### src/rtl/spi_master_param.sv
// Parametrised full-duplex SPI master: per-transfer CPOL/CPHA, bit order and
// target select; one frame of DATA_W bits per start/done handshake.
module spi_master_param #(
  parameter int DATA_W   = 8,
  parameter int CLK_DIV  = 4,
  parameter int NUM_CS   = 2,
  parameter int CS_IDX_W = 1
) (
  input  logic                clk,
  input  logic                reset_n,
  input  logic                start,
  input  logic [DATA_W-1:0]   tx_data,
  input  logic [CS_IDX_W-1:0] cs_sel,
  input  logic                cpol,
  input  logic                cpha,
  input  logic                lsb_first,
  input  logic                miso,
  output logic                busy,
  output logic                done,
  output logic [DATA_W-1:0]   rx_data,
  output logic                sclk,
  output logic                mosi,
  output logic [NUM_CS-1:0]   cs_n
);
  // state | meaning
  // IDLE  | waiting for start, sclk parked at last cpol
  // LEAD  | cs asserted, setup half-period before first edge
  // XFER  | 2*DATA_W sclk toggles, shifting and sampling
  // TRAIL | cs held, sclk at cpol, hold half-period
  localparam int DIV_W = (CLK_DIV > 1) ? $clog2(CLK_DIV) : 1;
  localparam int TGL_W = $clog2(2 * DATA_W + 1);
  localparam logic [DIV_W-1:0] DIV_LOAD = DIV_W'(CLK_DIV - 1);
  localparam logic [TGL_W-1:0] TGL_LOAD = TGL_W'(2 * DATA_W);

  typedef enum logic [1:0] {IDLE, LEAD, XFER, TRAIL} state_t;

  state_t              state, state_next;
  logic [DIV_W-1:0]    div_cnt;
  logic [TGL_W-1:0]    tgl_left;
  logic [DATA_W-1:0]   tx_sh, rx_sh;
  logic                cpha_q, lsb_q;
  logic                tc, accept, tgl, leading, last_tgl, emit, sample, finish;
  logic [NUM_CS-1:0]   cs_dec_n;

  function automatic logic head(input logic [DATA_W-1:0] v, input logic lsb);
    return lsb ? v[0] : v[DATA_W-1];
  endfunction

  function automatic logic [DATA_W-1:0] shift_out(input logic [DATA_W-1:0] v, input logic lsb);
    return lsb ? {1'b0, v[DATA_W-1:1]} : {v[DATA_W-2:0], 1'b0};
  endfunction

  always_comb begin
    state_next = state;
    tc         = (div_cnt == '0);
    accept     = 1'b0;
    tgl        = 1'b0;
    leading    = 1'b0;
    last_tgl   = 1'b0;
    finish     = 1'b0;
    case (state)
      IDLE:  if (start) begin
               accept     = 1'b1;
               state_next = LEAD;
             end
      LEAD:  if (tc) state_next = XFER;
      XFER:  if (tc) begin
               tgl      = 1'b1;
               leading  = ~tgl_left[0];
               last_tgl = (tgl_left == TGL_W'(1));
               if (last_tgl) state_next = TRAIL;
             end
      TRAIL: if (tc) begin
               finish     = 1'b1;
               state_next = IDLE;
             end
      default: state_next = IDLE;
    endcase
    // CPHA=0 samples on leading edges, CPHA=1 on trailing edges
    sample = tgl & (leading ^ cpha_q);
    emit   = tgl & (cpha_q ? leading : (~leading & ~last_tgl));
    for (int i = 0; i < NUM_CS; i++) cs_dec_n[i] = (cs_sel != CS_IDX_W'(i));
  end

  always_ff @(posedge clk or negedge reset_n) begin
    if (!reset_n) begin
      state    <= IDLE;
      div_cnt  <= '0;
      tgl_left <= '0;
      tx_sh    <= '0;
      rx_sh    <= '0;
      rx_data  <= '0;
      cpha_q   <= 1'b0;
      lsb_q    <= 1'b0;
      busy     <= 1'b0;
      done     <= 1'b0;
      sclk     <= 1'b0;
      mosi     <= 1'b0;
      cs_n     <= '1;
    end else begin
      state <= state_next;
      busy  <= (state_next != IDLE);
      done  <= finish;
      if (accept || (state != IDLE && tc)) div_cnt <= DIV_LOAD;
      else if (state != IDLE)              div_cnt <= div_cnt - DIV_W'(1);
      if (state == LEAD && tc) tgl_left <= TGL_LOAD;
      else if (tgl)            tgl_left <= tgl_left - TGL_W'(1);
      if (accept) begin
        cpha_q <= cpha;
        lsb_q  <= lsb_first;
        sclk   <= cpol;
        cs_n   <= cs_dec_n;
        rx_sh  <= '0;
        // CPHA=0 must present the first bit before the first leading edge
        if (!cpha) begin
          mosi  <= head(tx_data, lsb_first);
          tx_sh <= shift_out(tx_data, lsb_first);
        end else begin
          mosi  <= 1'b0;
          tx_sh <= tx_data;
        end
      end else begin
        if (tgl) sclk <= ~sclk;
        if (emit) begin
          mosi  <= head(tx_sh, lsb_q);
          tx_sh <= shift_out(tx_sh, lsb_q);
        end
        if (sample) rx_sh <= lsb_q ? {miso, rx_sh[DATA_W-1:1]} : {rx_sh[DATA_W-2:0], miso};
        if (finish) begin
          cs_n    <= '1;
          mosi    <= 1'b0;
          rx_data <= rx_sh;
        end
      end
    end
  end
endmodule

### config.mk
export PLATFORM = sky130hd
export DESIGN_NAME = spi_master_param
export DESIGN_NICKNAME = d
export VERILOG_FILES = /design/src/rtl/spi_master_param.sv
export SDC_FILE = /design/constraint.sdc
export NUM_CORES = 1
export LEC_CHECK = 0
export ABC_CLOCK_PERIOD_IN_PS = 3000
export CORE_ASPECT_RATIO = 1.4
export CORE_UTILIZATION = 54
export DETAILED_ROUTE_END_ITERATION = 6
export DONT_BUFFER_PORTS = 1
export GPL_ROUTABILITY_DRIVEN = 1
export PLACE_DENSITY_LB_ADDON = 0.12
export SETUP_SLACK_MARGIN = 0.5
export SYNTH_ARGS = -nofsm -noshare
export SYNTH_HDL_FRONTEND = slang
export SYNTH_SLANG_ARGS = --single-unit
### constraint.sdc
create_clock -name clk -period 3 [get_ports clk]
set_clock_uncertainty 0.15 [all_clocks]
set_input_delay 0.6 -clock clk [delete_from_list [all_inputs] [get_ports clk]]
set_output_delay 0.6 -clock clk [all_outputs]
set_load 0.01 [all_outputs]
Word level (Yosys, flattened, before mapping)
Cells that the tools add are included.
{"block": "word_totals", "wordCells": 82, "ram_bits": 0, "output_inout_bits": 14, "register_bits": 41, "romBits": 0, "inputBits": 16, "latch_bits": 0, "memories": 0}
{"block": "op_classes", "n_bitwise": 10, "div_mod_pow": 0, "n_shift": 0, "multipliers": 0, "muxes": 38, "n_lt_le_gt_ge": 0, "n_reduce_logical": 15, "n_eq_ne": 4, "addsub": 2}
{"operator": "8-bit 2-to-1 mux", "n": 8}
{"operator": "1-bit 2-to-1 mux", "n": 18}
{"operator": "2-bit 2-to-1 mux", "n": 9}
{"operator": "2-bit nonzero test", "n": 8}
{"operator": "5-bit 2-to-1 mux", "n": 2}
{"operator": "2-bit one-hot mux with 4 select lines", "n": 1}
{"operator": "1-bit NOT", "n": 6}
{"operator": "5-bit by 1-bit == test with 1-bit output, second input constant", "n": 1}
{"operator": "5-bit by 1-bit subtractor with 5-bit output, second input constant", "n": 1}
{"operator": "2-bit == test, second input constant", "n": 2}
{"operator": "2-bit zero test", "n": 2}
{"operator": "1-bit bitwise AND", "n": 3}
{"operator": "3-bit nonzero test", "n": 1}
{"operator": "2-bit by 1-bit == test with 1-bit output, second input constant", "n": 1}
{"operator": "1-bit logical AND", "n": 2}
{"operator": "2-bit AND reduction", "n": 1}
{"operator": "2-bit by 1-bit subtractor with 2-bit output, second input constant", "n": 1}
{"operator": "1-bit logical OR", "n": 1}
{"operator": "1-bit bitwise XOR", "n": 1}

Depth between registers and ports, before layout
{"block": "depth", "ltp_word": 10, "mapped_depth": 7, "ltp_nobuf": 6}

Worst setup path before layout
Ideal clock, no wire load.
{"block": "synth_path", "kind": "register to register", "start": "reg div_cnt[0]", "end": "reg mosi", "t_arrival_ns": 1.520, "stages_incl_launch_ff": 8, "path_slack_ns": 1.235, "setup_time_ns": 0.095, "synth_period_minus_slack_ns": 1.765, "path_buffers": 1, "required_time_ns": 2.755, "path_cell_list": "dfrtp_1 -> inv_1 -> ha_1 -> nand3b_1 -> a211oi_2 -> buf_6 -> nor2_2 -> o32ai_2"}
{"block": "synth_via", "elab_chain_len": 8, "word_cells_on_any_way": 16, "classes_between": "mux: 10; bitwise: 4; reduce/logical: 2"}
{"element": "start: declaration", "line_no": "38", "rtl": "logic [DIV_W-1:0] div_cnt;"}
{"element": "start signal: assignment", "line_no": "105", "rtl": "else if (state != IDLE) div_cnt <= div_cnt - DIV_W'(1);"}
{"element": "2-bit zero test *", "line_no": "55", "rtl": "tc = (div_cnt == '0);"}
{"element": "1-bit 2-to-1 mux", "line_no": "67", "rtl": "XFER: if (tc) begin"}
{"element": "1-bit 2-to-1 mux", "line_no": "61", "rtl": "case (state)"}
{"element": "1-bit NOT", "line_no": "81", "rtl": "emit = tgl & (cpha_q ? leading : (~leading & ~last_tgl));"}
{"element": "1-bit bitwise AND", "line_no": "81"}
{"element": "1-bit 2-to-1 mux", "line_no": "81"}
{"element": "1-bit bitwise AND", "line_no": "81"}
{"element": "3-bit nonzero test (no source line)"}
{"element": "end signal: assignment", "line_no": "116", "rtl": "mosi <= head(tx_data, lsb_first);"}
{"element": "end signal: assignment", "line_no": "125", "rtl": "mosi <= head(tx_sh, lsb_q);"}
{"element": "end: declaration", "line_no": "22", "rtl": "output logic mosi,"}
Mark *: on every way between the ends. The rest lies on a longest branch, timed or not.
A chain may end at the register's enable or synchronous reset.

Worst setup path in the final report
{"block": "layout_path", "start": "reg div_cnt[0]", "end": "reg tx_sh[1]"}
{"block": "layout_via", "elab_chain_len": 8, "word_cells_on_any_way": 13, "classes_between": "mux: 7; bitwise: 4; reduce/logical: 2"}
{"element": "2-bit zero test *", "line_no": "55"}
{"element": "1-bit 2-to-1 mux", "line_no": "67"}
{"element": "1-bit 2-to-1 mux", "line_no": "61"}
{"element": "1-bit NOT", "line_no": "81"}
{"element": "1-bit bitwise AND", "line_no": "81"}
{"element": "1-bit 2-to-1 mux", "line_no": "81"}
{"element": "1-bit bitwise AND *", "line_no": "81"}
{"element": "2-bit nonzero test (no source line) *"}
{"element": "end signal: assignment", "line_no": "117", "rtl": "tx_sh <= shift_out(tx_data, lsb_first);"}
{"element": "end signal: assignment", "line_no": "120", "rtl": "tx_sh <= tx_data;"}
{"element": "end signal: assignment", "line_no": "126", "rtl": "tx_sh <= shift_out(tx_sh, lsb_q);"}
{"element": "end: declaration", "line_no": "40", "rtl": "logic [DATA_W-1:0] tx_sh, rx_sh;"}
Marked as above.

==> results by stage <==
Run status:
- The flow ran to the end, and the final reports show no timing, DRC or antenna violations.

Setup path:
- The capture point of the worst reg-to-reg path is tx_sh[1].
- Data on the critical path arrives at its endpoint at 1930 ps.
- The reg-to-reg critical path startpoint is div_cnt[0].
- The register-to-register setup slack is 1070 ps.
- The type of origin of the critical path is a register.
- Along the worst path, the maximum fanout reaches 12.
- The type of destination of the critical path is a register.
- The critical path class is register to register.
- The required time at the worst-slack endpoint is 3000 ps.
- Counting cells, the worst reg-to-reg path comes to 7.

CTS:
- The library cell used as clock root buffer is clkbuf_8.
- The number of clock buffers inserted by TritonCTS is 5.
- The register clock-pin slew on the reported worst setup and hold paths is 70 ps.
- CTS built an H-tree with a depth of 2.
- The clock drives 41 sinks.
- Once the clock tree was built, the setup fixing pass inserted 0 buffers.
- The longest clock path from root to sink contains 2 buffers.
- The number of gates resized after CTS was 0.
- The clock tree from TritonCTS is done.
- The clock latency at the later pin of the worst-skew pair is 290 ps.

Pwr:
- The completed layout was analyzed and its total power is 1.91 mW.
- In this run the power density over the cells is 856 nW/um2.
- The switching power share of the total is 33.7%.
- The clock share of power is 22.2%.
- Summed over all nets, the switching power comes to 0.643 mW.
- The static leakage power is 0.985 nW.
- Internal power comes to 1.27 mW.
- The share of power burned in registers is 50.5%.
- Of the total power, combinational logic draws 27.3%.
- Across the VDD grid, the largest voltage drop is 558 uV.

GRT:
- Global routing used 21.5% of the available tracks across all layers.
- The first-pass GRT wire length is 6290 um.
- Entering global routing, the biggest net connects 42 pins.
- Global routing finished with a remaining overflow of 0.
- The number of antenna violations at the first check in global routing is 0.
- The number of global-route vias before repair is 1,406.

Logic synthesis:
- The synthesized design contains 0 enable-type register cells.
- The mean instance size in the synthesized netlist is 10.4 um2.
- The unique cell type count in the Yosys netlist is 35.
- The total nets after synthesis is 220.
- Yosys attributes the largest share of cell area to dfrtp_1 47%, mux2i_1 10%, mux2_2 8.1%.
- The cell count after synthesis came out at 201.
- The async set or reset register ratio after synthesis is 100%.
- The flip-flop and latch count after synthesis is 41.
- For this run, the number of Yosys warnings is 0.
- In the synthesized netlist the dominant register cell turns out to be dfrtp_1.
- The top-area cell type share of the netlist area is 46.6%.
- Of the synthesized area, sequential elements account for 49.1%.
- The biggest area consumer among synthesized cells is dfrtp_1.
- The cell area after synthesis is 2090 um2.

STA:
- The number of hold violations in the final report came to 0.
- The slew at the pin with the worst max-slew slack is 784 ps.
- The total of endpoints with negative setup slack in the final report is 0.
- The headroom to the max-slew limit is 47.8%.
- Based on the critical path, the design can be clocked at up to 518 MHz.
- The final-layout setup total negative slack is 0 ps.
- After layout, the worst path uses 64.4% of the clock period.
- The final-report max-slew violation count is 0.
- The tightest hold path in the finished design has a slack of 210 ps.
- The smallest clock period supported by the final layout is computed as 1930 ps.
- Setup repair after global routing left no endpoint under its margin.

Floorplanning:
- The I/O pin count is 30.
- The die is 54.6 um wide.
- The starting density of the core is 56.9%.
- The count of standard-cell rows is 26.
- Measured along the y axis, the die boundary spans 75.7 um.
- The die area is 4130 um2.
- The total area inside the core boundary comes to 3680 um2.

Detailed routing:
- The pre-antenna-repair detailed-routing pass consisted of 4 iterations.
- The remaining number of nets flagged by the antenna check after routing is 0.
- The final routed wire length divided by cell count is 15.6 um.
- The total wirelength of the detailed-routed design is 3780 um.
- The number of DRC markers after the initial detailed-route iteration is 30.
- After detailed routing, the number of vias per cell comes to 5.86.
- The count of unresolved DRC violations after routing is 0.
- The detailed-route via count is 1,419.

Min path:
- The startpoint of the most critical hold path is cs_sel.
- The number of cells traversed by the worst hold path is 1.
- The sink of the worst hold path is cs_n[1].
- The worst hold path belongs to the class input port to register.

Place:
- The detailed placer's ending HPWL is 2590 um.
- The count of buffers from port buffering is 0.
- Routability-driven placement finished with a final weighted congestion of 0.747.

Layout:
- Cells with a size suffix above 1 make up 16.0% of the layout.
- The relative area change from synthesis to final layout is 6.58%.
- The number of antenna diodes in the final layout is 0.
- Cells fill 60.7% of the core in the end.
- In the layout the commonest cells are 39 x dfrtp_1, 31 x nand2_1, 21 x mux2i_1.
- The number of nets in the finished design is 218.
- The commonest non-fill, non-tap cell in the layout is dfrtp_1.

Run:
- The number of max-capacitance violations reported is 0.
synth_stat cells (3+ instances only):
master	count
buf_2	6
clkbuf_1	5
dfrtp_1	39
ha_1	3
inv_1	6
mux2_2	15
mux2i_1	21
nand2_1	31
nand3_1	14
nand3b_1	3
nor3_1	3
o21ai_0	19
o21ai_1	7
xnor2_1	3
stage by stage:
stage | instances | setup slack (ps) | instance area [um2]
after floorplan | 201 | 1230 | 2090
after global placement | 232 | 1170 | 2090
after detailed placement | 232 | 1090 | 2090
after CTS | 242 | 1090 | 2230
after global routing | 242 | 871 | 2230
final | 242 | 1070 | 2230
critical path, stage by stage (launching register included):
cell	delay, ps
dfrtp_1	410
inv_1	80
ha_1	250
nand3b_1	200
a211oi_2	190
buf_4	230
mux2i_1	210
o21ai_1	70
what timing repair did:
item                                    in CTS  in global routing
hold endpoints to repair                    41                  0
hold buffers                                 2                  0
endpoints found under the setup margin       0                  0
routing by layer:
metal / GRT usage [%] / share of wire (%) / vias to the layer above
li1: - / - / 699
met1: 27.1 / 44 / 684
met2: 33.9 / 50 / 32
met3: 6.19 / 4.1 / 4
met4: 9.40 / 1.6 / 0
met5: 0 / 0 / -
worst max path at each step:
stage / startpoint / to / slack [ps] / depth (start not counted)
2_1_floorplan: div_cnt[0] / mosi / 1230 / 7
3_3_place_gp: div_cnt[0] / tx_sh[4] / 1170 / 7
3_5_place_dp: div_cnt[0] / tx_sh[5] / 1090 / 7
4_1_cts: div_cnt[0] / tx_sh[1] / 1090 / 7
5_1_grt: div_cnt[0] / tx_sh[1] / 870 / 7
6_report: div_cnt[0] / tx_sh[1] / 1070 / 7
kinds of logic (layout without fill, tap and decap cells):
logic type	Yosys count	in the layout	synth area share, %
AND/OR/NAND/NOR	64	64	15.3
flip-flops	41	41	49.1
AO/OA/AOI/OAI	36	36	10.5
multiplexers	36	36	18.1
buffers and inverters	18	17	3.95
adder cells (fa/ha/maj)	3	3	1.79
XOR/XNOR	3	3	1.26
cell type report:
class	count	area, um2
fill	306	1450
sequential	41	1030
multi-input combinational	142	982
clock buffer	6	72.6
tap	42	52.6
timing repair buffer	3	37.5
clock inverter	2	35.0
inverter	6	22.5
power by group through the flow:
stage | Sequential (mW) | Combinational (mW) | Clock [mW]
5_1_grt | 0.995 | 0.591 | 0.461
2_1_floorplan | 0.872 | 0.505 | 0
3_3_place_gp | 0.959 | 0.486 | 0
6_report | 0.964 | 0.521 | 0.424
4_1_cts | 0.963 | 0.528 | 0.436
3_5_place_dp | 0.971 | 0.507 | 0
sequential cells by signal, indices dropped and copies added, names as in the netlist, 2 cells and up:
name / count
rx_data: 8
state: 2
rx_sh: 8
cs_n: 2
tx_sh: 8
div_cnt: 2
tgl_left: 5
(Power assumes the default switching activity.)
